$ cat config.mk
export PLATFORM = sky130hd
export DESIGN_NAME = fetch_stage
export DESIGN_NICKNAME = d
export VERILOG_FILES = /design/src/rtl/fetch_pkg.sv /design/src/rtl/fetch_stage.sv
export SDC_FILE = /design/constraint.sdc
export NUM_CORES = 1
export LEC_CHECK = 0
export BUFFER_PORTS_ARGS = -buffer_cell sky130_fd_sc_hd__clkbuf_2
export CAP_MARGIN = 20
export CORE_MARGIN = 1.5
export CORE_UTILIZATION = 50
export CTS_CLUSTER_DIAMETER = 120
export CTS_CLUSTER_SIZE = 28
export DETAILED_ROUTE_END_ITERATION = 12
export PLACE_DENSITY = 0.73
export RECOVER_POWER = 100
export SYNTH_ARGS = -nofsm -noshare
export SYNTH_HDL_FRONTEND = slang
export SYNTH_SLANG_ARGS = --single-unit
$ cat constraint.sdc
create_clock -name clk -period 5.9 [get_ports clk]
set_input_delay 1.18 -clock clk [delete_from_list [all_inputs] [get_ports clk]]
set_output_delay 1.18 -clock clk [all_outputs]
set_load 0.01 [all_outputs]
$ cat src/rtl/fetch_pkg.sv
`default_nettype none
// +----------------------------------------------------------------------+
// | fetch_pkg : shared types and constants for the instruction fetch     |
// | Revision  : 1.0                                                      |
// +----------------------------------------------------------------------+
package fetch_pkg;

   localparam int          INSTR_W          = 32;
   localparam int          PC_W             = 32;
   localparam logic [31:0] PC_INCR          = 32'd4;
   localparam logic [31:0] DEFAULT_RESET_PC = 32'h0000_0000;

   typedef enum logic [1:0] {
      ST_REQ   = 2'd0,
      ST_WAIT  = 2'd1,
      ST_STALL = 2'd2,
      ST_DRAIN = 2'd3
   } fetch_state_e;

   // Instruction fetches are word aligned; low address bits are discarded.
   function automatic logic [PC_W-1:0] align_pc(input logic [PC_W-1:0] addr);
      return addr & ~(PC_W'(3));
   endfunction

endpackage
`default_nettype wire

$ cat src/rtl/fetch_stage.sv
`default_nettype none
// +----------------------------------------------------------------------+
// | fetch_stage : single-outstanding instruction fetch with skid entry   |
// | Revision    : 1.0                                                    |
// +----------------------------------------------------------------------+
module fetch_stage
   import fetch_pkg::*;
#(
   parameter logic [PC_W-1:0] RESET_PC = DEFAULT_RESET_PC
) (
   input  logic               clk,
   input  logic               rst_n,
   output logic               imem_req,
   output logic [PC_W-1:0]    imem_addr,
   input  logic               imem_gnt,
   input  logic               imem_rvalid,
   input  logic [INSTR_W-1:0] imem_rdata,
   input  logic               redirect_valid,
   input  logic [PC_W-1:0]    redirect_pc,
   output logic               dec_valid,
   output logic [INSTR_W-1:0] dec_instr,
   output logic [PC_W-1:0]    dec_pc,
   input  logic               dec_ready
);

   fetch_state_e       state_q,      state_d;
   logic [PC_W-1:0]    pc_q,         pc_d;
   logic [PC_W-1:0]    fetch_pc_q,   fetch_pc_d;
   logic               dec_valid_q,  dec_valid_d;
   logic [INSTR_W-1:0] dec_instr_q,  dec_instr_d;
   logic [PC_W-1:0]    dec_pc_q,     dec_pc_d;
   logic [INSTR_W-1:0] skid_instr_q, skid_instr_d;
   logic [PC_W-1:0]    skid_pc_q,    skid_pc_d;

   logic slot_free;
   logic transfer;

   assign slot_free = !dec_valid_q || dec_ready;
   assign transfer  = dec_valid_q && dec_ready;

   assign imem_req  = (state_q == ST_REQ) && !redirect_valid && rst_n;
   assign imem_addr = pc_q;
   assign dec_valid = dec_valid_q;
   assign dec_instr = dec_instr_q;
   assign dec_pc    = dec_pc_q;

   always_ff @(posedge clk) begin
      if (!rst_n) begin
         state_q      <= ST_REQ;
         pc_q         <= RESET_PC;
         fetch_pc_q   <= '0;
         dec_valid_q  <= 1'b0;
         dec_instr_q  <= '0;
         dec_pc_q     <= '0;
         skid_instr_q <= '0;
         skid_pc_q    <= '0;
      end else begin
         state_q      <= state_d;
         pc_q         <= pc_d;
         fetch_pc_q   <= fetch_pc_d;
         dec_valid_q  <= dec_valid_d;
         dec_instr_q  <= dec_instr_d;
         dec_pc_q     <= dec_pc_d;
         skid_instr_q <= skid_instr_d;
         skid_pc_q    <= skid_pc_d;
      end
   end

   always_comb begin
      state_d      = state_q;
      pc_d         = pc_q;
      fetch_pc_d   = fetch_pc_q;
      dec_valid_d  = dec_valid_q;
      dec_instr_d  = dec_instr_q;
      dec_pc_d     = dec_pc_q;
      skid_instr_d = skid_instr_q;
      skid_pc_d    = skid_pc_q;

      // A consumed word leaves the slot empty unless a load below refills it.
      if (transfer) begin
         dec_valid_d = 1'b0;
      end

      if (redirect_valid) begin
         pc_d         = align_pc(redirect_pc);
         dec_valid_d  = 1'b0;
         skid_instr_d = '0;
         skid_pc_d    = '0;
         // A request still in flight must be drained before refetching.
         unique case (state_q)
            ST_WAIT:  state_d = imem_rvalid ? ST_REQ : ST_DRAIN;
            ST_DRAIN: state_d = ST_DRAIN;
            default:  state_d = ST_REQ;
         endcase
      end else begin
         unique case (state_q)
            ST_REQ: begin
               if (imem_gnt) begin
                  fetch_pc_d = pc_q;
                  pc_d       = pc_q + PC_INCR;
                  state_d    = ST_WAIT;
               end
            end
            ST_WAIT: begin
               if (imem_rvalid) begin
                  if (slot_free) begin
                     dec_instr_d = imem_rdata;
                     dec_pc_d    = fetch_pc_q;
                     dec_valid_d = 1'b1;
                     state_d     = ST_REQ;
                  end else begin
                     skid_instr_d = imem_rdata;
                     skid_pc_d    = fetch_pc_q;
                     state_d      = ST_STALL;
                  end
               end
            end
            ST_STALL: begin
               if (dec_ready) begin
                  dec_instr_d = skid_instr_q;
                  dec_pc_d    = skid_pc_q;
                  dec_valid_d = 1'b1;
                  state_d     = ST_REQ;
               end
            end
            ST_DRAIN: begin
               if (imem_rvalid) begin
                  state_d = ST_REQ;
               end
            end
            default: state_d = ST_REQ;
         endcase
      end
   end

endmodule
`default_nettype wire

==> results of run 1 <==
[worst min path at each step]
stage | slack (ns) | start | end | cells past startpoint
after floorplan | 0.44 | skid_instr_q[0] | skid_instr_q[0] | 2
after global placement | 0.44 | skid_instr_q[20] | skid_instr_q[20] | 2
after detailed placement | 0.45 | skid_pc_q[4] | skid_pc_q[4] | 2
after CTS | 0.45 | skid_instr_q[28] | skid_instr_q[28] | 2
after global routing | 0.47 | skid_pc_q[17] | skid_pc_q[17] | 2
final | 0.45 | skid_pc_q[8] | skid_pc_q[8] | 2
[flip-flops by register name, indices dropped and copies added (netlist names)]
| name | flops |
|---|---|
| dec_valid | 1 |
| skid_instr_q | 32 |
| imem_addr | 30 |
| fetch_pc_q | 30 |
| state_q | 2 |
| skid_pc_q | 30 |
| dec_instr | 32 |
| dec_pc | 30 |
[power groups by stage]
stage | logic [mW] | clock network, mW | registers, mW
final | 0.306 | 1.14 | 1.38
after global routing | 0.336 | 1.23 | 1.39
after floorplan | 0.183 | 0 | 1.42
after detailed placement | 0.317 | 0 | 1.41
after CTS | 0.319 | 1.17 | 1.38
after global placement | 0.314 | 0 | 1.40
[routing by layer]
metal	part of all wire (%)	up-vias	global-route usage (%)
met5	0	-	0
met4	1.1	0	5.19
met3	6.0	24	5.40
met2	45	236	37.2
met1	48	3384	32.9
li1	-	3564	-
[worst min-delay path: cells and delay by family, from the launching register on]
family | cells | cell delay, ns
flops | 1 | 0.31
simple gates | 1 | 0.05
compound gates | 1 | 0.05
[synth_stat cells, drive strengths merged (2+ instances only)]
| master | count | area [um2] |
|---|---|---|
| nand3 | 17 | 103 |
| clkbuf | 56 | 210 |
| nor4 | 10 | 68.8 |
| o211a | 64 | 641 |
| and3b | 3 | 26.3 |
| or3 | 2 | 12.5 |
| a32oi | 2 | 17.5 |
| a21oi | 72 | 360 |
| a31oi | 6 | 37.5 |
| nand2 | 265 | 995 |
| o21ai | 29 | 145 |
| xor2 | 3 | 26.3 |
| and4 | 6 | 52.6 |
| xnor2 | 6 | 52.6 |
| nand2b | 7 | 43.8 |
| o21a | 4 | 30.0 |
| nor2 | 6 | 22.5 |
| nor3b | 2 | 15.0 |
| nand4 | 14 | 87.6 |
| inv | 10 | 37.5 |
| buf | 24 | 123 |
| dfxtp | 187 | 3740 |
| and2 | 4 | 25.0 |
| and3 | 6 | 38.8 |
| nor4b | 3 | 26.3 |
| o311a | 4 | 40.0 |
| o31ai | 2 | 15.0 |
| nor2b | 7 | 43.8 |
| ha | 6 | 75.1 |
| a211oi | 4 | 30.0 |
| nor3 | 10 | 50.1 |
| or4 | 7 | 56.3 |
| a21boi | 30 | 225 |
| o41ai | 2 | 17.5 |
| mux2i | 65 | 651 |
[area by class of cell]
type	count	area, um2
well taps	216	270
clock inverters	10	143
fillers	1494	6450
flip-flops and latches	187	3740
clock buffers	22	444
inverters	11	41.3
multi-input cells	682	4140
repair buffers	171	764
[cells in the final DEF (no fill, tap or decap), types with 15 or more instances in the layout]
cell type    n
clkbuf_16   17
a21oi_1     72
mux2i_1     65
dfxtp_1    187
nand3_1     15
o211a_1     64
nand2_1    263
a21boi_0    30
clkbuf_2    65
clkbuf_1   102
o21ai_0     29
[cells by family (layout without fill, tap and decap cells)]
| family | Yosys count | count (layout) |
|---|---|---|
| AND/OR/NAND/NOR | 373 | 373 |
| AO/OA/AOI/OAI | 225 | 225 |
| flip-flops | 187 | 187 |
| buffers and inverters | 91 | 214 |
| multiplexers | 65 | 65 |
| XOR/XNOR | 9 | 9 |
| adder cells (fa/ha/maj) | 6 | 6 |
| other | 1 | 4 |
==> metrics.txt, run 1 <==
# TYPE chip_impl_metric gauge
chip_impl_info{name="outcome",value="complete, but fails checks"} 1
chip_impl_info{name="failed_checks",value="max-capacitance violations, max-slew violations"} 1
chip_impl_metric{name="max-clock-path-buffers",unit=""} 2
chip_impl_metric{name="grtUsageTotal",unit="%"} 23.5
chip_impl_metric{name="post_cts_resize_count",unit=""} 0
chip_impl_metric{name="worst_skew_pair.late_latency",unit="ns"} 0.42
chip_impl_metric{name="power.leakage",unit="nW"} 3.93
chip_impl_metric{name="grt_pass1_vias",unit=""} 6521
chip_impl_info{name="rr_startpoint",value="state_q[0]"} 1
chip_impl_info{name="critical-path-top-delay-family",value="buffers and inverters"} 1
chip_impl_metric{name="detail_route.first_pass.iterations",unit=""} 5
chip_impl_metric{name="timing_worst_slew_pin_value",unit="ns"} 2.15
chip_impl_metric{name="setup.reg_to_reg.worst_slack",unit="ns"} 2.06
chip_impl_metric{name="remaining_drc_errors",unit=""} 0
chip_impl_metric{name="drive_gt1_share",unit="%"} 10.3
chip_impl_metric{name="p_switching",unit="mW"} 0.714
chip_impl_metric{name="p_sw_share",unit="%"} 25.2
chip_impl_info{name="crit_path_top_cell_by_count",value="clkbuf_1"} 1
chip_impl_metric{name="asyncSetResetFlopFracSynth",unit="%"} 0
chip_impl_info{name="type_of_the_setup_path_with_the_least_slack",value="in2reg"} 1
chip_impl_metric{name="dp.final_hpwl",unit="um"} 12900
chip_impl_metric{name="instances_no_fill",unit=""} 1299
chip_impl_metric{name="synthSimpleGateAreaFrac",unit="%"} 20.6
chip_impl_info{name="hold_class",value="reg2reg"} 1
chip_impl_metric{name="post_synth_inst_count",unit=""} 957
chip_impl_metric{name="drt_iter0_drc",unit=""} 440
chip_impl_metric{name="fin_hold_ws",unit="ns"} 0.453
chip_impl_metric{name="p_comb_share",unit="%"} 10.8
chip_impl_metric{name="count_of_placed_standard_cells_including_taps",unit=""} 1266
chip_impl_info{name="crit_path_start",value="redirect_valid"} 1
chip_impl_metric{name="core-area",unit="mm2"} 0.0160
chip_impl_metric{name="overflow_left_after_global_routing",unit=""} 0
chip_impl_metric{name="worstRegToRegCells",unit=""} 8
chip_impl_metric{name="yosys_register_bits",unit=""} 187
chip_impl_metric{name="place_area",unit="mm2"} 0.00909
chip_impl_metric{name="postLayoutCoreUtil",unit="%"} 59.7
chip_impl_metric{name="final_cell_area",unit="mm2"} 0.00955
chip_impl_metric{name="total_of_buffers_placed_on_input_and_output_ports",unit=""} 161
chip_impl_metric{name="core.rowCount",unit=""} 46
chip_impl_metric{name="fin_crit_sh",unit="%"} 71.9
chip_impl_metric{name="insertedDiodeCount",unit=""} 0
chip_impl_metric{name="fp.dieW",unit="um"} 131
chip_impl_metric{name="buffering_stage_count_on_the_worst_path_with_inverters_included",unit=""} 4
chip_impl_metric{name="post_detailed_route_via_to_cell_ratio",unit=""} 5.55
chip_impl_metric{name="holdBufCountCts",unit=""} 0
chip_impl_metric{name="hold_violations",unit=""} 0
chip_impl_info{name="worst_setup_path_start_kind",value="input port"} 1
chip_impl_metric{name="synth_edf_count",unit=""} 0
chip_impl_metric{name="cts_inserted_buffers",unit=""} 17
chip_impl_metric{name="die_area",unit="mm2"} 0.0173
chip_impl_info{name="cts_tree",value="built"} 1
chip_impl_metric{name="ys_warn_count",unit=""} 0
chip_impl_metric{name="top_level_ports",unit=""} 168
chip_impl_metric{name="total_power",unit="mW"} 2.83
chip_impl_metric{name="crit_path_max_incr_delay",unit="ns"} 1.27
chip_impl_metric{name="synth_cell_type_count",unit=""} 54
chip_impl_metric{name="detailed_route_wire_length",unit="um"} 20500
chip_impl_metric{name="nets",unit=""} 1146
chip_impl_metric{name="path_clk_slew",unit="ns"} 0.06
chip_impl_info{name="worst_setup_path_endpoint",value="fetch_pc_q[8]"} 1
chip_impl_metric{name="final-setup-viol-count",unit=""} 0
chip_impl_info{name="ys_dominant_reg_cell",value="dfxtp_1"} 1
chip_impl_metric{name="maxSlewHeadroom",unit="%"} -43.1
chip_impl_metric{name="ctsHtreeMaxLevel",unit=""} 4
chip_impl_metric{name="areaGrowthSynthToFinish",unit="%"} 15.9
chip_impl_metric{name="timing_max_transition_violations_final",unit=""} 99
chip_impl_info{name="worstPathCellList",value="clkbuf_1, clkinv_1, clkbuf_1, nand3_1, buf_4, nand2_1, a21boi_0"} 1
chip_impl_metric{name="clock_sink_total",unit=""} 187
chip_impl_metric{name="pin_count_of_the_biggest_net_entering_global_routing",unit=""} 82
chip_impl_metric{name="synth_xor_xnor_area_share",unit="%"} 0.957
chip_impl_info{name="endpoint_kind",value="flop"} 1
chip_impl_metric{name="synth.avg_cell_area",unit="um2"} 8.61
chip_impl_metric{name="worstPathMaxFanout",unit=""} 43
chip_impl_metric{name="route.detailed.wl_per_inst",unit="um"} 15.7
chip_impl_metric{name="ir_drop",unit="mV"} 0.223
chip_impl_info{name="worst_reg2reg_endpoint",value="dec_pc[23]"} 1
chip_impl_metric{name="num_vias",unit=""} 7208
chip_impl_metric{name="fin_skew",unit="ns"} 0.00428
chip_impl_metric{name="number_of_buffers_inserted_to_repair_setup_after_cts",unit=""} 0
chip_impl_metric{name="yosys.area_share.adder",unit="%"} 0.912
chip_impl_metric{name="setup_total_negative_slack",unit="ns"} 0
chip_impl_info{name="crit_path_top_delay_cell",value="clkbuf_1"} 1
chip_impl_metric{name="grt_first_pass_wirelength",unit="um"} 33400
chip_impl_metric{name="timing.critical_path.arrival",unit="ns"} 4.55
chip_impl_metric{name="share_of_power_burned_in_the_clock_network",unit="%"} 40.4
chip_impl_metric{name="cellPowerDensity",unit="mW/mm2"} 296
chip_impl_metric{name="finalCriticalPeriod",unit="ns"} 4.24
chip_impl_metric{name="antenna_found_initial",unit=""} 0
chip_impl_metric{name="internal_power",unit="mW"} 2.12
chip_impl_metric{name="maxCapViolations",unit=""} 2
chip_impl_metric{name="synthMuxAreaShare",unit="%"} 7.90
chip_impl_metric{name="worst-path-stages",unit=""} 7
chip_impl_info{name="setup_repair_after_global_routing_missed_its_margin",value="no"} 1
chip_impl_metric{name="floorplan.initialDensity",unit="%"} 51.5
chip_impl_metric{name="p_seq_share",unit="%"} 48.8
chip_impl_metric{name="pre_cts_ws",unit="ns"} 2.52
chip_impl_metric{name="weighted_congestion_reported_at_the_end_of_routability_driven_placement",unit=""} 0.845
chip_impl_metric{name="maxClockFrequency",unit="MHz"} 236
chip_impl_metric{name="worst_slack",unit="ns"} 1.66
chip_impl_metric{name="ant_nets",unit=""} 0
chip_impl_metric{name="cp.required",unit="ns"} 6.21
chip_impl_info{name="synth_top_family_by_area",value="simple AND/OR/NAND/NOR gates"} 1
chip_impl_metric{name="synth-compound-area-share",unit="%"} 19.6
chip_impl_metric{name="ys_seq_area_share",unit="%"} 45.5
chip_impl_info{name="clk_root_buffer_cell",value="clkbuf_16"} 1
chip_impl_metric{name="synthesis.area",unit="mm2"} 0.00824
chip_impl_metric{name="chipHeight",unit="um"} 131
Note: power is estimated with default switching activity, not from simulation.
==> inputs of run 2 (changes only) <==
- clock period: 5.9 -> 4.2 ns (I/O delays scaled with it)
==> metrics.txt, run 2 (synthesis gave the netlist of run 1 again) <==
# TYPE chip_impl_metric gauge
chip_impl_metric{name="total_power",unit="mW"} 3.89
chip_impl_metric{name="antenna_found_initial",unit=""} 0
chip_impl_metric{name="pin_count_of_the_biggest_net_entering_global_routing",unit=""} 125
chip_impl_info{name="outcome",value="complete, but fails checks"} 1
chip_impl_metric{name="clock_sink_total",unit=""} 187
chip_impl_metric{name="maxCapViolations",unit=""} 2
chip_impl_metric{name="detail_route.first_pass.iterations",unit=""} 6
chip_impl_metric{name="cp.required",unit="ns"} 4.55
chip_impl_metric{name="worst_skew_pair.late_latency",unit="ns"} 0.43
chip_impl_metric{name="nets",unit=""} 1148
chip_impl_metric{name="core.rowCount",unit=""} 46
chip_impl_metric{name="cts_inserted_buffers",unit=""} 17
chip_impl_metric{name="holdBufCountCts",unit=""} 0
chip_impl_metric{name="fp.dieW",unit="um"} 131
chip_impl_metric{name="weighted_congestion_reported_at_the_end_of_routability_driven_placement",unit=""} 0.873
chip_impl_metric{name="hold_violations",unit=""} 0
chip_impl_metric{name="grtUsageTotal",unit="%"} 23.0
chip_impl_info{name="final_common_cell",value="nand2_1"} 1
chip_impl_info{name="rr_startpoint",value="state_q[1]"} 1
chip_impl_metric{name="ctsHtreeMaxLevel",unit=""} 4
chip_impl_metric{name="place_area",unit="mm2"} 0.00912
chip_impl_info{name="holdPathEnd",value="skid_instr_q[27]"} 1
chip_impl_metric{name="worst_slack",unit="ns"} 1.08
chip_impl_metric{name="maxSlewHeadroom",unit="%"} -44.7
chip_impl_metric{name="num_vias",unit=""} 7162
chip_impl_info{name="hold_class",value="reg2reg"} 1
chip_impl_metric{name="worstRegToRegCells",unit=""} 7
chip_impl_info{name="setup_repair_after_global_routing_missed_its_margin",value="no"} 1
chip_impl_metric{name="timing_worst_slew_pin_value",unit="ns"} 2.17
chip_impl_metric{name="detailed_route_wire_length",unit="um"} 20000
chip_impl_metric{name="ir_drop",unit="mV"} 0.338
chip_impl_metric{name="core-area",unit="mm2"} 0.0160
chip_impl_metric{name="final-setup-viol-count",unit=""} 0
chip_impl_metric{name="finalCriticalPeriod",unit="ns"} 3.12
chip_impl_metric{name="top_level_ports",unit=""} 168
chip_impl_metric{name="pre_cts_ws",unit="ns"} 1.55
chip_impl_metric{name="setup_total_negative_slack",unit="ns"} 0
chip_impl_metric{name="setup.reg_to_reg.worst_slack",unit="ns"} 1.08
chip_impl_metric{name="timing_max_transition_violations_final",unit=""} 98
chip_impl_info{name="worst_setup_path_start_kind",value="flop"} 1
chip_impl_metric{name="number_of_buffers_inserted_to_repair_setup_after_cts",unit=""} 0
chip_impl_metric{name="fin_crit_sh",unit="%"} 74.3
chip_impl_metric{name="path_clk_slew",unit="ns"} 0.06
chip_impl_metric{name="dp.final_hpwl",unit="um"} 13000
chip_impl_metric{name="grt_pass1_vias",unit=""} 6441
chip_impl_metric{name="post_detailed_route_via_to_cell_ratio",unit=""} 5.50
chip_impl_metric{name="power.leakage",unit="nW"} 3.93
chip_impl_metric{name="post_cts_resize_count",unit=""} 0
chip_impl_metric{name="cellPowerDensity",unit="mW/mm2"} 408
chip_impl_metric{name="drive_gt1_share",unit="%"} 11.0
chip_impl_metric{name="chipHeight",unit="um"} 131
chip_impl_metric{name="worstPathMaxFanout",unit=""} 33
chip_impl_metric{name="areaGrowthSynthToFinish",unit="%"} 15.9
chip_impl_metric{name="ant_nets",unit=""} 0
chip_impl_metric{name="fin_skew",unit="ns"} 0.00766
chip_impl_metric{name="timing.hold.worst_path_depth",unit=""} 2
chip_impl_info{name="cts_tree",value="built"} 1
chip_impl_metric{name="timing.critical_path.arrival",unit="ns"} 3.47
chip_impl_metric{name="die_area",unit="mm2"} 0.0173
chip_impl_metric{name="drt_iter0_drc",unit=""} 472
chip_impl_metric{name="floorplan.initialDensity",unit="%"} 51.5
chip_impl_metric{name="total_of_buffers_placed_on_input_and_output_ports",unit=""} 161
chip_impl_info{name="hold_start",value="skid_instr_q[27]"} 1
chip_impl_metric{name="remaining_drc_errors",unit=""} 0
chip_impl_info{name="worst_reg2reg_endpoint",value="skid_instr_q[31]"} 1
chip_impl_info{name="mostFrequentLayoutCells",value="nand2_1 (263), dfxtp_1 (187), clkbuf_1 (96)"} 1
chip_impl_info{name="failed_checks",value="max-capacitance violations, max-slew violations"} 1
chip_impl_metric{name="route.detailed.wl_per_inst",unit="um"} 15.3
chip_impl_metric{name="overflow_left_after_global_routing",unit=""} 0
chip_impl_info{name="endpoint_kind",value="flop"} 1
chip_impl_metric{name="max-clock-path-buffers",unit=""} 2
chip_impl_metric{name="maxClockFrequency",unit="MHz"} 321
chip_impl_metric{name="final_cell_area",unit="mm2"} 0.00955
chip_impl_info{name="clk_root_buffer_cell",value="clkbuf_16"} 1
chip_impl_metric{name="grt_first_pass_wirelength",unit="um"} 32800
chip_impl_info{name="type_of_the_setup_path_with_the_least_slack",value="reg2reg"} 1
chip_impl_metric{name="insertedDiodeCount",unit=""} 0
## run 2: cell count changes in the layout (fill, tap and decap cells not counted), sizes merged
cell / previous run / this run
buf: 9 / 11
inv: 11 / 12
bufinv: 3 / 1
clkinvlp: 1 / 5
clkbuf: 184 / 181
## run 2: worst max-delay path by stage
stage	end	slack, ns	startpoint
after CTS	imem_req	1.63	state_q[0]
after global placement	dec_pc[21]	1.57	redirect_valid
after detailed placement	dec_pc[21]	1.55	redirect_valid
final	skid_instr_q[31]	1.08	state_q[1]
after floorplan	imem_req	1.90	rst_n
after global routing	skid_instr_q[31]	0.82	state_q[1]
## run 2: layout make-up
cell class	count	area, um2
clock inverters	13	118
inverters	11	41.3
flip-flops and latches	187	3740
fillers	1492	6450
multi-input cells	682	4140
repair buffers	173	787
well taps	216	270
clock buffers	19	443
## run 2: per-stage QoR
| stage | instances | hold slack, ns | util, % |
|---|---|---|---|
| floorplan | 960 | 0.436 | - |
| global placement | 1269 | 0.441 | 57.0 |
| detailed placement | 1269 | 0.446 | 57.0 |
| CTS | 1301 | 0.455 | 60.5 |
| global route | 1301 | 0.471 | 59.7 |
| finish | 1301 | 0.455 | 59.7 |
## run 2: worst max-delay path, cell delays in order (launching register included)
cell and delay, ns:
dfxtp_1 0.34, inv_1 0.12, ha_1 0.18, and3b_1 0.29, and2_0 1.45, buf_4 0.44, nand2_1 0.08, a21oi_1 0.13
## run 2: power breakdown
part / leakage (nW) / switching [mW] / internal [mW]
clock network: 0.262 / 0.689 / 0.834
registers: 1.52 / 0.0809 / 1.86
logic: 2.15 / 0.254 / 0.179
total: 3.93 / 1.02 / 2.87
## run 2: routing by layer
metal	vias to the layer above	global-route usage, %	part of all wire (%)
met3	21	4.59	6.2
met1	3315	32.7	48
met5	-	0	0
met4	0	6.11	1.2
met2	253	35.6	45
li1	3573	-	-
